$ cat config.mk
export PLATFORM = sky130hd
export DESIGN_NAME = ram_port_arbiter
export DESIGN_NICKNAME = d
export VERILOG_FILES = /design/src/rtl/cpu_mem_pkg.sv /design/src/rtl/ram_port_arbiter.sv
export SDC_FILE = /design/constraint.sdc
export NUM_CORES = 1
export LEC_CHECK = 0
export BUFFER_PORTS_ARGS = -buffer_cell sky130_fd_sc_hd__clkbuf_2
export CORE_UTILIZATION = 46
export CTS_CLUSTER_DIAMETER = 30
export DETAILED_ROUTE_END_ITERATION = 8
export PLACE_DENSITY = 0.85
export SLEW_MARGIN = 20
export SYNTH_ARGS = -nofsm -noshare
export SYNTH_HDL_FRONTEND = slang
export SYNTH_SLANG_ARGS = --single-unit
$ cat constraint.sdc
create_clock -name clk -period 3.7 [get_ports clk]
set_input_delay 0.74 -clock clk [delete_from_list [all_inputs] [get_ports clk]]
set_output_delay 0.74 -clock clk [all_outputs]
set_load 0.05 [all_outputs]
$ cat src/rtl/cpu_mem_pkg.sv
// ============================================================================
// Module : cpu_mem_pkg
// Brief  : Constants shared by the CPU memory subsystem. This covers the
//          default RAM geometry, the fetch starvation bound and the
//          requester identifiers used by assertions and debug.
// Rev    : 1.0  initial release
// ============================================================================
`default_nettype none

package cpu_mem_pkg;

  // Default geometry shared with the RAM instance in the cpu top level
  localparam int DEFAULT_D_BITS = 32;
  localparam int DEFAULT_ADDR_W = 5;

  // Consecutive denied fetch cycles before fetch overrides data priority
  localparam int MAX_WAIT_DEFAULT = 3;

  // Requester identifiers
  localparam logic REQ_IFETCH = 1'b0;
  localparam logic REQ_DATA   = 1'b1;

endpackage : cpu_mem_pkg

`default_nettype wire

$ cat src/rtl/ram_port_arbiter.sv
// ============================================================================
// Module : ram_port_arbiter
// Brief  : Shares one single-port RAM (synchronous write, asynchronous read)
//          between the instruction fetch port (A, read-only) and the data
//          port (B, read/write). At most one access is granted per cycle.
//          B has default priority. A bounded-wait counter guarantees that a
//          fetch is granted within MAX_WAIT+1 cycles. Read data is
//          registered, so reads have a fixed latency of one cycle.
// Ports  : clk, rst_n             clock, async active-low reset
//          a_req/a_addr           fetch request and address
//          a_ready                fetch granted this cycle (combinational)
//          a_rdata/a_rvalid       fetch read data, 1-cycle valid pulse
//          b_req/b_we/b_addr/     data request, write enable, address,
//          b_wdata                write data
//          b_ready                data granted this cycle (combinational)
//          b_rdata/b_rvalid       data read data, 1-cycle valid pulse
//          ram_addr/ram_din/      RAM address, write data, write enable
//          ram_we
//          ram_dout               RAM asynchronous read data
// Rev    : 1.0  initial release
// ============================================================================
`default_nettype none

module ram_port_arbiter
  import cpu_mem_pkg::*;
#(
  parameter int D_BITS   = DEFAULT_D_BITS,
  parameter int ADDR_W   = DEFAULT_ADDR_W,
  parameter int MAX_WAIT = MAX_WAIT_DEFAULT
) (
  input  logic              clk,
  input  logic              rst_n,
  // port A: instruction fetch
  input  logic              a_req,
  input  logic [ADDR_W-1:0] a_addr,
  output logic              a_ready,
  output logic [D_BITS-1:0] a_rdata,
  output logic              a_rvalid,
  // port B: data load/store
  input  logic              b_req,
  input  logic              b_we,
  input  logic [ADDR_W-1:0] b_addr,
  input  logic [D_BITS-1:0] b_wdata,
  output logic              b_ready,
  output logic [D_BITS-1:0] b_rdata,
  output logic              b_rvalid,
  // RAM side
  output logic [ADDR_W-1:0] ram_addr,
  output logic [D_BITS-1:0] ram_din,
  output logic              ram_we,
  input  logic [D_BITS-1:0] ram_dout
);

  localparam logic [3:0] c_max_wait = 4'(MAX_WAIT);

  logic [3:0] r_wait_cnt;
  logic       w_a_win;
  logic       w_grant_id;

  // Fetch wins when data is idle, or when it has already waited MAX_WAIT
  // cycles. Both grants are gated by rst_n, so that no RAM write can
  // occur while reset is held.
  assign w_a_win  = !b_req || (r_wait_cnt == c_max_wait);
  assign a_ready  = rst_n && a_req && w_a_win;
  assign b_ready  = rst_n && b_req && !a_ready;

  assign ram_addr = b_ready ? b_addr : a_addr;
  assign ram_we   = b_ready && b_we;
  assign ram_din  = b_wdata;

  assign w_grant_id = b_ready ? REQ_DATA : REQ_IFETCH;

  // Starvation counter. It counts consecutive cycles in which the fetch
  // port is denied. A dropped request clears it, because requests are
  // never queued.
  always_ff @(posedge clk or negedge rst_n) begin
    if (!rst_n) begin
      r_wait_cnt <= 4'd0;
    end else if (a_req && !a_ready) begin
      if (r_wait_cnt != c_max_wait)
        r_wait_cnt <= r_wait_cnt + 4'd1;
    end else begin
      r_wait_cnt <= 4'd0;
    end
  end

  // Read-data registers. A valid pulse lasts for one cycle per granted
  // read, so back-to-back grants keep it high. The data holds between
  // reads.
  always_ff @(posedge clk or negedge rst_n) begin
    if (!rst_n) begin
      a_rvalid <= 1'b0;
      a_rdata  <= '0;
      b_rvalid <= 1'b0;
      b_rdata  <= '0;
    end else begin
      a_rvalid <= a_ready;
      if (a_ready)
        a_rdata <= ram_dout;
      b_rvalid <= b_ready && !b_we;
      if (b_ready && !b_we)
        b_rdata <= ram_dout;
    end
  end

`ifndef SYNTHESIS
  always @(posedge clk) begin
    if (rst_n) begin
      assert (!(a_ready && b_ready));
      assert (!ram_we || (w_grant_id == REQ_DATA));
      assert (r_wait_cnt <= c_max_wait);
    end
  end
`endif

endmodule : ram_port_arbiter

`default_nettype wire
* Yosys cells after proc, flatten, opt, wreduce, memory -nomap -nowiden *
Index checks and enable logic that the tools add are counted.

storage, ports and cells
  register bits = 70

cells by class
  $add $sub $neg = 1
  equal/unequal tests = 3
  mux-type cells = 3
  reduce and logical (&&, ||, !) cells = 11

operators by type and width
  cell                                                                   count
  4-bit 2-to-1 mux                                                       2
  1-bit logical AND                                                      7
  5-bit 2-to-1 mux                                                       1
  4-bit by 1-bit adder with 4-bit output, second input constant          1
  4-bit by 2-bit equality test with 1-bit output, second input constant  1
  4-bit by 2-bit != test with 1-bit output, second input constant        1
  1-bit logical NOT                                                      3
  2-bit by 1-bit != test with 1-bit output, second input constant        1
  1-bit logical OR                                                       1

* Depth between registers and ports, before layout *
Gate-level depths: netlist (run 1).

  word-level depth = 6
  gate-level depth with buffers = 6

* Worst setup path before layout (run 1) *
OpenSTA, ideal clock, no wires.

  path type = in2out
  from = input port a_req
  to = output port ram_addr[0]
  arrival time = 2.104 ns
  required time = 2.960 ns
  setup slack = 0.856 ns
  stages on the path = 3
  buffers on the path = 1
  cells stage by stage = clkbuf_1 > a21oi_2 > mux2_2

on the way
  word-level cells in the longest chain between the ends = 5

ends and longest elaborated chain
  element                         line                    source
  start: declaration              ram_port_arbiter.sv:34  input logic a_req,
  1-bit logical AND (2 in a row)  ram_port_arbiter.sv:64  assign a_ready = rst_n && a_req && w_a_win;
  1-bit logical NOT               ram_port_arbiter.sv:65  assign b_ready = rst_n && b_req && !a_ready;
  1-bit logical AND               ram_port_arbiter.sv:65
  named net b_ready               ram_port_arbiter.sv:44  output logic b_ready,
  5-bit 2-to-1 mux                ram_port_arbiter.sv:67  assign ram_addr = b_ready ? b_addr : a_addr;
  end: declaration                ram_port_arbiter.sv:48  output logic [ADDR_W-1:0] ram_addr,

The timed path passes the listed nets, and every way through them passes these cells.

* Final worst setup path (run 1) *
  from = register r_wait_cnt[0]
  to = output port ram_addr[2]

on the way
  word-level cells in the longest chain between the ends = 6

ends and longest elaborated chain
  element                                         line                    source
  start: declaration                              ram_port_arbiter.sv:56  logic [3:0] r_wait_cnt;
  start signal: assignment                        ram_port_arbiter.sv:81  r_wait_cnt <= r_wait_cnt + 4'd1;
  4-bit by 2-bit equality test with 1-bit output  ram_port_arbiter.sv:63  assign w_a_win = !b_req || (r_wait_cnt == c_max_wait);
  1-bit logical OR                                ram_port_arbiter.sv:63
  1-bit logical AND                               ram_port_arbiter.sv:64
  1-bit logical NOT                               ram_port_arbiter.sv:65
  1-bit logical AND                               ram_port_arbiter.sv:65
  5-bit 2-to-1 mux                                ram_port_arbiter.sv:67

No other way between the ends.

==> reports/metrics.cfg, run 1 <==
[logic_synthesis]
yosys_register_bits = 70
synth_warnings = 0
netlist_instances = 205
synth-seq-area-share_pct = 57.9
ys_types = 25
syn_area_per_cell_um2 = 14.7
syn_area_um2 = 3020
synth_nets = 285

[timing]
finalMaxSlewViolations = 0
fin_crit_sh_pct = 77.9
whs_ns = 0.505
rsz0062_at_grt = false
worst_pin_slew_ns = 0.869
setup_tns_ns = 0
hold_viol = 0
max_freq_ghz = 0.347
final.min_clock_period_ns = 2.88
setup_viol = 0
slew_headroom_pct = 42.0
clock_skew_ns = 0.0107

[die]
start_util_pct = 47.6
ios = 185
core_area_um2 = 6350
row_count = 29
die-area_um2 = 6900
die_h_um = 83.1
fp.dieW_um = 83.1

[detailed_routing]
drc = 0
dr_total_vias = 1929
antenna_left = 0
drt_iter0_drc = 26
wl_mm = 5.64
wl_per_cell_um = 14.8
firstDrtPassIters = 4
vias_per_cell = 5.06

[finish]
final_common_cell = clkbuf_2
final_cell_area_um2 = 3640
fin_cells = 381
antenna_cells = 0
final_cell_mix = clkbuf_2, mux2_2, dfrtp_1
nets = 380
seq_area_um2 = 1750
drive_gt1_share_pct = 70.1
n_fill_cell = 539
multi_input_area_um2 = 970
area_growth_pct = 20.4

[placed_design]
dp.cells = 366
routabilityCongestion = 0.726
placed_area_um2 = 3450
portBuffers = 120
dpl.hpwl_mm = 3.90

[status]
status = finished clean

[worst_setup_path]
cp_data_required_time_ns = 2.96
path_class = reg2out
regToRegSetupSlack_ns = 1.41
path_cells = ha_1 > nor3b_2 > a21oi_2 > mux2_2 > clkbuf_2
end_kind = output port
slowest_stage = dfrtp_1
r2r_start = r_wait_cnt[0]
crit_path_max_incr_delay_ns = 0.42
crit_arrival_ns = 2.14
r2r_cells = 5
critPathLaunchType = register
timing.rr.end = a_rdata[14]
critPathMaxFanout = 7

[hold_path]
min_to = b_rdata[11]
hold_path_depth = 1
min_path_type = reg2reg
worstHoldStart = b_rdata[11]

[cts]
postCtsSetupRepairBufs = 0
clock_path_buffers = 2
htree_levels = 3
clk_latency_ns = 0.33
cts_tree = yes
cts_hold_buffers = 0
numClockSinks = 70
root_buffer = clkbuf_8
numCtsBuffers = 9
path_clk_slew_ns = 0.07
cts_resized = 0

[power_and_ir_drop]
cellLeakagePower_nw = 1.79
power_density_nw_per_um2 = 685
peakVddDrop_v = 0.000381

[global_route]
antenna_found_initial = 0
grt_pass1_wl_mm = 9.34
gr-total-overflow = 0
grt_pass1_vias = 1999
grt_start_max_net_pins = 73
grt.total_usage_pct = 17.1

[flow_run]
max-cap-violations = 0

==> cell families after synthesis <==
kind of cell | count (synthesis) | share of synthesized area, %
multiplexers | 70 | 26.1
flip-flops | 70 | 57.9
AND/OR/NAND/NOR | 16 | 3.19
XOR/XNOR | 1 | 0.290
AO/OA/AOI/OAI | 6 | 1.86
adder cells (fa/ha/maj) | 1 | 0.414
buffers and inverters | 41 | 10.2
==> state kept, by name, summed over array words and instances (netlist names) <==
register	count
a_rdata	32
a_rvalid	1
b_rdata	32
b_rvalid	1
r_wait_cnt	4
==> synthesized netlist by cell type (all sizes together) <==
cell	count	area share, %
o2111ai	1	0.29
xor2	1	0.29
o21ai	1	0.17
nand3b	1	0.25
mux2	70	26
ha	1	0.41
nand3	4	0.66
nand2	4	0.50
nor2b	1	0.21
buf	39	10
nor3b	2	0.66
clkbuf	1	0.12
and2	1	0.21
or3b	1	0.29
inv	1	0.12
a21oi	3	0.99
a211oi	1	0.41
dfrtp	70	58
nand4b	1	0.29
nor2	1	0.12
==> layout make-up <==
| type | instances | share of cell area, % |
|---|---|---|
| repair buffers | 124 | 17.3 |
| multi-input cells | 94 | 26.6 |
| inverters | 1 | 0.103 |
| clock inverters | 5 | 1.38 |
| flip-flops and latches | 70 | 48.1 |
| well taps | 77 | 2.65 |
| clock buffers | 10 | 3.78 |
==> report_power, final <==
part	total (mW)	internal, mW	switching, mW	leakage [nW]
clock	0.590	0.321	0.268	0.102
combinational	0.918	0.237	0.681	0.846
sequential	0.985	0.911	0.0744	0.837
==> how the worst max path moves through the flow <==
stage / start / depth (start not counted) / to / slack, ns
floorplan: a_req / 3 / ram_addr[0] / 0.86
global placement: b_req / 5 / ram_addr[0] / 1.06
detailed placement: b_req / 5 / ram_addr[2] / 1.02
CTS: r_wait_cnt[0] / 5 / ram_addr[2] / 0.81
global route: r_wait_cnt[0] / 5 / ram_addr[2] / 0.73
finish: r_wait_cnt[0] / 5 / ram_addr[2] / 0.82
==> stage by stage <==
step | power (mW) | util (%) | setup WS [ns]
after floorplan | 1.79 | - | 0.856
after global placement | 1.91 | 54.4 | 1.06
after detailed placement | 1.93 | 54.4 | 1.02
after CTS | 2.52 | 57.3 | 0.806
after global routing | 2.60 | 57.3 | 0.735
final | 2.49 | 57.3 | 0.816
==> worst max-delay path, delay by kind of cell, from the launching register on <==
kind / cells / cell delay [ns]
buffers and inverters: 1 / 0.24
AO/OA/AOI/OAI: 1 / 0.32
flip-flops: 1 / 0.42
multiplexers: 1 / 0.38
adder cells (fa/ha/maj): 1 / 0.25
AND/OR/NAND/NOR: 1 / 0.21
==> routing by layer <==
metal / part of all wire, % / track usage, % / up-vias
li1: - / - / 870
met1: 43 / 19.9 / 961
met2: 50 / 29.1 / 85
met3: 6.3 / 6.56 / 13
met4: 1.5 / 5.33 / 0
met5: 0 / 0 / -
No activity file was read; power rests on OpenSTA's default activity.
==> run 2, diff against run 1 <==
CORE_UTILIZATION = 39   (was 46)
PLACE_DENSITY = 0.77   (was 0.85)
clock period = 2.4 ns   (was 3.7 ns; I/O delays follow)
==> run 2 against run 1 <==
Effect of this change:
- the run now ends with setup timing left
- clock power grew 54%
- clock-buffer cell count grew 1
- critical path depth is the same
- critical path type unchanged
==> reports/metrics.cfg, run 2 (synthesis results as in run 1) <==
[detailed_routing]
wl_per_cell_um = 15.0
dr_total_vias = 1949
firstDrtPassIters = 4
antenna_left = 0
drt_iter0_drc = 38
wl_mm = 6.10
vias_per_cell = 4.79
drc = 0

[cts]
numClockSinks = 70
clk_latency_ns = 0.33
cts_hold_buffers = 0
path_clk_slew_ns = 0.07
cts_tree = yes
htree_levels = 3
root_buffer = clkbuf_8
clock_path_buffers = 2
numCtsBuffers = 9

[finish]
final_common_cell = clkbuf_2
drive_gt1_share_pct = 70.8
final_util_pct = 51.8
final_cell_mix = clkbuf_2, dfrtp_1, mux2_2
area_growth_pct = 26.3
final_cell_area_um2 = 3820
antenna_cells = 0
nets = 384
reg_top3 = a_rdata (32), b_rdata (32), r_wait_cnt (4)
n_fill_cell = 663

[timing]
whs_ns = 0.376
clock_skew_ns = 0.00545
final.min_clock_period_ns = 2.42
slew_headroom_pct = 41.3
rsz0062_at_grt = true
finalMaxSlewViolations = 0
max_freq_ghz = 0.413
fin_crit_sh_pct = 101
setup_viol = 5
layout_setup_ws_ns = -0.0191
worst_pin_slew_ns = 0.881
setup_tns_ns = -0.0576
hold_viol = 0

[worst_setup_path]
end_kind = output port
crit_arrival_ns = 1.94
worstPathBufferInverterCount = 1
slowest_stage = dfrtp_1
path_cells = ha_4 > nor3b_4 > a21oi_4 > mux2_4 > buf_8
critPathTopFamily = flip-flops
crit_path_max_incr_delay_ns = 0.44
cp_data_required_time_ns = 1.92
critPathLaunchType = register
critPathMaxFanout = 6
path_class = reg2out

[global_route]
antenna_found_initial = 0
gr-total-overflow = 0
grt_start_max_net_pins = 73
grt.total_usage_pct = 15.4
grt_pass1_wl_mm = 9.77
grt_pass1_vias = 2026

[die]
die-area_um2 = 8110
fp.dieW_um = 90.0
die_h_um = 90.0
core_area_um2 = 7370
row_count = 31
ios = 185
start_util_pct = 41.0

[status]
violations = setup timing
status = finished with violations

[flow_run]
max-cap-violations = 0

[placed_design]
placed_area_um2 = 3500
dpl.hpwl_mm = 4.20
portBuffers = 120
routabilityCongestion = 0.665
preCtsSetupSlack_ns = 0.189

[power_and_ir_drop]
cellLeakagePower_nw = 1.84
power_density_nw_per_um2 = 1020
peakVddDrop_v = 0.000542

[hold_path]
min_path_type = in2async

## run 2: changes by cell type in the layout (fill, tap and decap cells not counted), sizes merged
| cell | previous run | this run |
|---|---|---|
| buf | 5 | 15 |
| clkbuf | 129 | 124 |
| clkinv | 4 | 2 |
| clkinvlp | 0 | 1 |
## run 2: per-stage QoR
step	std cells	power [mW]
global placement	388	2.95
global route	407	4.07
finish	407	3.90
detailed placement	388	2.98
CTS	404	3.92
floorplan	205	2.75
## run 2: final timing paths
path                            cells past startpoint  slack (ns)            end          start
max in group asynchronous                           2        1.42  r_wait_cnt[3]          rst_n
worst min-delay path                                2        0.38     b_rdata[0]          rst_n
worst max-delay path                                5       -0.02    ram_addr[2]  r_wait_cnt[1]
worst min register to register                      1        0.51    a_rdata[22]    a_rdata[22]
min in group clk                                    2        0.39    a_rdata[22]   ram_dout[22]
worst max register to register                      5        0.37    a_rdata[19]  r_wait_cnt[1]
## run 2: cell type report
| class | count | area, µm² | share of cell area, % |
|---|---|---|---|
| clock buffers | 11 | 141 | 3.70 |
| repair buffers | 128 | 732 | 19.2 |
| multi-input cells | 94 | 1020 | 26.6 |
| inverters | 1 | 3.75 | 0.0983 |
| clock inverters | 4 | 47.5 | 1.25 |
| flip-flops and latches | 70 | 1750 | 45.9 |
| well taps | 99 | 124 | 3.24 |
## run 2: power by group
| part | total [mW] | internal, mW | switching, mW | leakage (nW) |
|---|---|---|---|---|
| clock network | 0.910 | 0.499 | 0.410 | 0.0952 |
| registers | 1.52 | 1.40 | 0.115 | 0.837 |
| logic | 1.47 | 0.397 | 1.07 | 0.908 |
## run 2: layer usage
metal	share of wire, %	track usage (%)
met3	6.9	5.41
met2	50	25.6
met4	2.5	7.80
met5	0	0
met1	40	17.5
## run 2: what timing repair did
item,in CTS,in global routing
endpoints found under the hold margin,0,0
setup endpoints to repair,7,7
buffers inserted,1,3
pin swaps,1,1
gates resized for setup,13,16
